===== config.mk =====
export PLATFORM = sky130hd
export DESIGN_NAME = deserializer_ext
export DESIGN_NICKNAME = d
export VERILOG_FILES = /design/src/rtl/deserializer_ext.sv
export SDC_FILE = /design/constraint.sdc
export NUM_CORES = 1
export LEC_CHECK = 0
export ABC_CLOCK_PERIOD_IN_PS = 2100
export CORE_MARGIN = 5
export CORE_UTILIZATION = 47
export DETAILED_ROUTE_END_ITERATION = 12
export HOLD_SLACK_MARGIN = 0.06
export PLACE_DENSITY_LB_ADDON = 0.25
export SLEW_MARGIN = 25
export SYNTH_ARGS = -nofsm -noshare
export SYNTH_HDL_FRONTEND = slang
export SYNTH_SLANG_ARGS = --single-unit

===== constraint.sdc =====
create_clock -name clk_i -period 2.1 [get_ports clk_i]
set_input_delay 0.21 -clock clk_i [delete_from_list [all_inputs] [get_ports clk_i]]
set_output_delay 0.21 -clock clk_i [all_outputs]
set_load 0.02 [all_outputs]

===== src/rtl/deserializer_ext.sv =====
// -----------------------------------------------------------------------------
// deserializer_ext
//
// Parametrised serial-to-parallel converter. Serial bits arrive one per
// data_val_i strobe and are packed into a DATA_W-bit word, either MSB-first
// (LSB_FIRST=0) or LSB-first (LSB_FIRST=1). A word is emitted when it fills
// up, or earlier as a partial word when flush_i is raised. The output side
// is a single-entry valid/ready register. A word that completes while that
// register is still occupied is dropped and reported on overflow_o.
//
// Ports:
//   clk_i              - clock, all logic on the rising edge
//   rst_n_i            - asynchronous active-low reset
//   data_i             - serial data bit
//   data_val_i         - data_i is valid this cycle
//   flush_i            - emit the partially assembled word
//   deser_data_o       - assembled word
//   deser_bits_o       - number of valid bits in deser_data_o (1..DATA_W)
//   deser_data_val_o   - output word valid
//   deser_data_ready_i - consumer accepts the word this cycle
//   overflow_o         - one-cycle pulse: a completed word was dropped
// -----------------------------------------------------------------------------
module deserializer_ext #(
  parameter int DATA_W    = 16,
  parameter bit LSB_FIRST = 1'b0,
  parameter int CNT_W     = $clog2(DATA_W) + 1
) (
  input  logic              clk_i,
  input  logic              rst_n_i,
  input  logic              data_i,
  input  logic              data_val_i,
  input  logic              flush_i,
  output logic [DATA_W-1:0] deser_data_o,
  output logic [CNT_W-1:0]  deser_bits_o,
  output logic              deser_data_val_o,
  input  logic              deser_data_ready_i,
  output logic              overflow_o
);

  typedef enum logic {
    IDLE,
    COLLECT
  } state_t;

  localparam logic [CNT_W-1:0]  LAST_IDX = CNT_W'(DATA_W - 1);
  localparam logic [DATA_W-1:0] ONE_LSB  = DATA_W'(1);
  localparam logic [DATA_W-1:0] ONE_MSB  = ONE_LSB << (DATA_W - 1);

  state_t              state_q;
  logic [CNT_W-1:0]    cnt_q;
  logic [DATA_W-1:0]   shift_q;
  logic [DATA_W-1:0]   data_q;
  logic [CNT_W-1:0]    bits_q;
  logic                val_q;
  logic                overflow_q;

  logic [CNT_W-1:0]    cnt_cur;
  logic [DATA_W-1:0]   bit_mask;
  logic [DATA_W-1:0]   word_next;
  logic [CNT_W-1:0]    bits_next;
  logic                word_full;
  logic                flush_ev;
  logic                complete;
  logic                out_free;

  // Next-word assembly. The bit accepted this cycle is merged in before the
  // completion decision, so a bit arriving together with flush_i (or as the
  // last bit of a word) is part of the emitted word. IDLE pins the count
  // base to zero so the first bit always lands at the first position.
  always_comb begin
    cnt_cur   = (state_q == IDLE) ? '0 : cnt_q;
    bit_mask  = LSB_FIRST ? (ONE_LSB << cnt_cur) : (ONE_MSB >> cnt_cur);
    word_next = shift_q;
    if (data_val_i && data_i) begin
      word_next = shift_q | bit_mask;
    end
    bits_next = cnt_cur + CNT_W'(data_val_i);
    word_full = data_val_i && (cnt_cur == LAST_IDX);
    flush_ev  = flush_i && (bits_next != '0);
    complete  = word_full || flush_ev;
    // The output register can take a new word if it is empty or its
    // current word is leaving this very cycle (no bubble on back-to-back).
    out_free  = !val_q || deser_data_ready_i;
  end

  // Collection FSM and output register. On completion the collector always
  // clears; the word either moves to the output register or, if that is
  // still occupied, is dropped with a single-cycle overflow pulse.
  always_ff @(posedge clk_i or negedge rst_n_i) begin
    if (!rst_n_i) begin
      state_q    <= IDLE;
      cnt_q      <= '0;
      shift_q    <= '0;
      data_q     <= '0;
      bits_q     <= '0;
      val_q      <= 1'b0;
      overflow_q <= 1'b0;
    end else begin
      overflow_q <= 1'b0;
      if (val_q && deser_data_ready_i) begin
        val_q <= 1'b0;
      end
      if (complete) begin
        state_q <= IDLE;
        cnt_q   <= '0;
        shift_q <= '0;
        if (out_free) begin
          data_q <= word_next;
          bits_q <= bits_next;
          val_q  <= 1'b1;
        end else begin
          overflow_q <= 1'b1;
        end
      end else begin
        cnt_q   <= bits_next;
        shift_q <= word_next;
        if (data_val_i) begin
          state_q <= COLLECT;
        end
      end
    end
  end

  assign deser_data_o     = data_q;
  assign deser_bits_o     = bits_q;
  assign deser_data_val_o = val_q;
  assign overflow_o       = overflow_q;

endmodule


Word level (Yosys, flattened, before mapping)

Index checks and enable logic that the tools add are counted.

Bits of input ports: 6
Logic and storage cells: 32
Output and inout port bits: 23
Register bits after elaboration: 45

Eq/ne operators: 1
Mux-type cells: 11
Shift operators: 1
Bitwise logic cells: 1
$add $sub $neg: 1
Reduce and logical (&&, ||, !) cells: 10

Operators by type and width:

| kind                                                                  | count |
|---|---|
| 16-bit two-way mux                                                    | 2 |
| 16-bit bitwise OR                                                     | 1 |
| 16-bit by 5-bit >> shifter with 16-bit output, first input constant   | 1 |
| 5-bit two-way mux                                                     | 2 |
| 1-bit two-way mux                                                     | 7 |
| 5-bit by 1-bit adder with 5-bit output                                | 1 |
| 5-bit by 4-bit equality test with 1-bit output, second input constant | 1 |
| 5-bit nonzero test                                                    | 1 |
| 1-bit logical AND                                                     | 4 |
| 1-bit logical OR                                                      | 2 |
| 2-bit AND reduction                                                   | 1 |
| 2-bit nonzero test                                                    | 1 |
| 1-bit zero test                                                       | 1 |

Logic depth before layout (Yosys ltp)

Depth in word-level cells: 6
Mapped depth: 11
Depth with buffers taken out: 8

Worst setup path after synthesis

No wires, ideal clock.

Kind: reg-to-reg
Start point: register state_q
End point: register bits_q[1], in the netlist deser_bits_o[1]
Data arrival time: 2.189 ns
Period minus slack after synthesis: 2.310 ns
Setup time: 0.121 ns
Buffers on the path: 2
Required time: 1.979 ns
Cell stages (with the launch flop): 11
Setup slack: -0.210 ns
Cell sequence: dfrtp_1 > buf_6 > and2_1 > ha_1 > ha_1 > nand3_1 > mux2_4 > and4_4 > or2_4 > buf_6 > a22o_1

Cells in the longest elaborated chain, start to end: 6
Elaborated cells between the ends (all ways): 8
Classes of those cells: 1 x add/sub; 1 x eq/ne; 1 x mux; 5 x reduce/logical

RTL lines:

| element                                | line | source |
|---|---|---|
| from (decl)                            | 49   | `state_t state_q;` |
| from (signal assigned)                 | 91   | `state_q <= IDLE;` |
| from (signal assigned)                 | 104  | `state_q <= IDLE;` |
| from (signal assigned)                 | 118  | `state_q <= COLLECT;` |
| 5-bit two-way mux (*)                  | 71   | `cnt_cur = (state_q == IDLE) ? '0 : cnt_q;` |
| 5-bit by 1-bit adder with 5-bit output | 77   | `bits_next = cnt_cur + CNT_W'(data_val_i);` |
| 5-bit nonzero test                     | 79   | `flush_ev = flush_i && (bits_next != '0);` |
| 1-bit logical AND                      | 79   |  |
| 1-bit logical OR                       | 80   | `complete = word_full \|\| flush_ev;` |
| 2-bit AND reduction (no source line)   | --   |  |
| to (signal assigned)                   | 109  | `bits_q <= bits_next;` |
| to (decl)                              | 53   | `logic [CNT_W-1:0] bits_q;` |

Every way passes the cells marked *; elsewhere a longest branch is shown, timed or not.
A chain may end at the register's enable or synchronous reset.

Worst setup path after layout

Start point: register state_q
End point: register bits_q[0], in the netlist deser_bits_o[0]

Same word-level chain as after synthesis.

==> flow_summary.ini <==
[outcome]
status = complete, no violations

[clock_tree]
worstSkewPairLatency_ns = 0.30
cts_tree = built
cts_max_level = 2
cts_setup_buffers = 0
cts_sinks = 45
root_buffer = clkbuf_8
cts_buffers = 5
cts_buffer_depth = 2
clk_pin_slew_worst_paths_ns = 0.08

[worst_setup_path]
endpoint = deser_bits_o[0]$_DFFE_PN0P_
r2r_slack_ns = 0.02
start_kind = flop
startpoint = state_q$_DFFE_PN0P_
cp_max_fo = 21
crit_path_end_kind = flop
cp_common_cell = ha_4
cp_slowest_stage_delay_ns = 0.40
rr_startpoint = state_q$_DFFE_PN0P_
worstPathCellList = and2_4, ha_4, ha_4, nand3_2, mux2_4, and4_4, or2_4, a22o_1
cp.arrival_ns = 2.27
r2r-end = deser_bits_o[0]$_DFFE_PN0P_
critical-path-slowest-cell = dfrtp_1
crit_type = reg -> reg
crit_required_ns = 2.29
reg2reg_depth = 8

[synth]
synthCells = 174
synth_area_um2 = 1850
ys_seq_elements = 45
synth_top_family_by_area = compound AO/OA/AOI/OAI gates
synth_warnings = 0
synth_fa_ha_area_share_pct = 1.35
synth_nets = 182
synth_edf_count = 0
yosys-mux-area-fraction_pct = 1.62
synth_simple_gate_area_share_pct = 13.8
synth-xor-area-share_pct = 0.474
async_reset_ff_share_pct = 100
avgSynthCellArea_um2 = 10.6
synth_compound_area_share_pct = 16.9
ys.flop_type = dfrtp_1
ys_types = 32
yosysSeqAreaShare_pct = 60.9

[sta]
maxSlewViolCount = 0
rsz0062_at_grt = yes
tns_ns = 0
hold_violations = 0
period_share_pct = 99.1
clock.fmax_mhz = 480
skew_ns = 0.00636
max_slew_margin_pct = 60.7
period_needed_ns = 2.08
worst_slack_ns = 0.0180
tightest_slew_ns = 0.590
setup_viol = 0

[drt]
post_drt_wl_per_cell_um = 15.5
routed_via_density = 5.37
route.detailed.drc = 0
drtPass1Iterations = 4
drt_iter0_drc = 98
routed_wirelength_um = 4100
vias = 1417
route.antenna.remaining_nets = 0

[floorplanning]
core_area_um2 = 3740
die_h_um = 72.7
pin_count = 29
die_area_um2 = 5290
die_w_um = 72.7
rows = 22
initial_core_util_pct = 49.4

[placement]
dp_slack_ns = -0.137
io_buffers = 28
gp_congestion = 0.839
dp_hpwl_um = 2990

[global_routing]
overflow = 0
grt_usage_pct = 18.4
grt_pass1_wl_um = 7290
antenna_found_initial = 0
grt_pass1_vias = 1500
grt_max_degree = 28

[pwr]
power.internal_w = 0.00165
seqPwrFrac_pct = 41.7
p_per_area_nw_per_um2 = 1030
total_leakage_power_nw = 1.10
switching_power_w = 0.000839
p_clk_share_pct = 21.0
netSwitchingFraction_pct = 33.8
vdd_drop_max_mv = 0.642
comb_power_share_pct = 37.3

[cells_and_area]
layout-drive-gt1-share_pct = 16.7
layout.cells.most_common_list = dfrtp_1, clkdlybuf4s50_1, nor2_1, o21ai_0, o21ai_1
antennaDiodeCount = 0
nets = 224
syn_to_final_growth_pct = 30.1
final_common_cell = dfrtp_1

[job]
maxCapViolCount = 0

[hold_path]
hold_path_class = in -> async
flip-flops by register name, summed over array words and instances (netlist names):
name and cells:
deser_data_val_o 1, deser_data_o 16, cnt_q 5, state_q 1, deser_bits_o 5, shift_q 16
overflow_o 1
cell families after synthesis:
kind of cell,count (synthesis)
simple gates,51
flops,45
buf+inv,15
mux,2
compound gates,58
xor+xnor,1
fa+ha+maj,2
metal layers:
metal  GRT usage (%)  vias up  wire [um]
met3            5.23        9        180
met4            9.84        0        105
met2            30.0       28       2100
li1                -      679          -
met1            22.0      701       1720
met5               0        -          0
repair_timing:
item                       in CTS  in global routing
resized for setup               0                  3
setup endpoints to repair       0                 32
hold buffers                    1                  0
hold endpoints to repair       25                  0
metrics by stage:
stage	cells	utilization (%)	hold slack [ns]	power (W)	cell area, um2
after floorplan	174	-	-0.0856	0.00162	1900
after global placement	256	61.2	0.229	0.00194	2290
after detailed placement	256	61.2	0.240	0.00197	2290
after CTS	264	63.8	0.463	0.00250	2390
after global routing	264	64.2	0.503	0.00264	2400
final	264	64.2	0.444	0.00248	2400
cell type report:
type                            count  area (um2)
Fill cell                         301        1340
Timing Repair Buffer               46         429
Multi-Input combinational cell    114         687
Clock buffer                        7        86.3
Tap cell                           48        60.1
Sequential cell                    45        1130
Inverter                            4        15.0
Yosys cell counts, types with 2 or more instances:
library cell	count	share of area, %
mux2_4	2	1.6
o2bb2ai_1	2	0.95
buf_2	2	0.54
buf_4	2	0.81
and2_1	3	1.0
nor2_1	26	5.3
a21oi_1	12	3.2
a22o_1	2	0.95
ha_1	2	1.4
buf_6	3	1.8
dfrtp_1	45	61
nand2b_1	3	1.0
nor3_1	2	0.54
o21ai_1	18	4.9
inv_1	4	0.81
nand3_1	2	0.54
a31oi_1	4	1.4
nor2b_1	3	1.0
nand2_1	3	0.61
o21ai_0	19	5.1
and3_1	2	0.68
clkbuf_1	3	0.61
power groups by stage:
stage	clock, W	combinational (W)	sequential [W]
floorplan	0	0.000494	0.00113
global placement	0	0.000889	0.00105
detailed placement	0	0.000914	0.00105
CTS	0.000546	0.000920	0.00104
global route	0.000574	0.00102	0.00105
finish	0.000521	0.000927	0.00104
worst min path at each step:
stage,from,endpoint,slack [ns],cells after the start
floorplan,rst_n_i,cnt_q[0]$_DFF_PN0_,-0.09,0
detailed placement,rst_n_i,deser_data_o[6]$_DFFE_PN0P_,0.24,1
finish,rst_n_i,deser_data_o[12]$_DFFE_PN0P_,0.44,2
global placement,rst_n_i,deser_data_o[5]$_DFFE_PN0P_,0.23,1
CTS,rst_n_i,shift_q[11]$_DFF_PN0_,0.46,2
global route,shift_q[11]$_DFF_PN0_,shift_q[11]$_DFF_PN0_,0.50,2
critical path: cells and delay by family (launching register included):
family / cells / cell delay [ns]
multiplexers: 1 / 0.31
AND/OR/NAND/NOR: 4 / 0.73
flip-flops: 1 / 0.40
adder cells (fa/ha/maj): 2 / 0.31
AO/OA/AOI/OAI: 1 / 0.21
(Power assumes the default switching activity.)
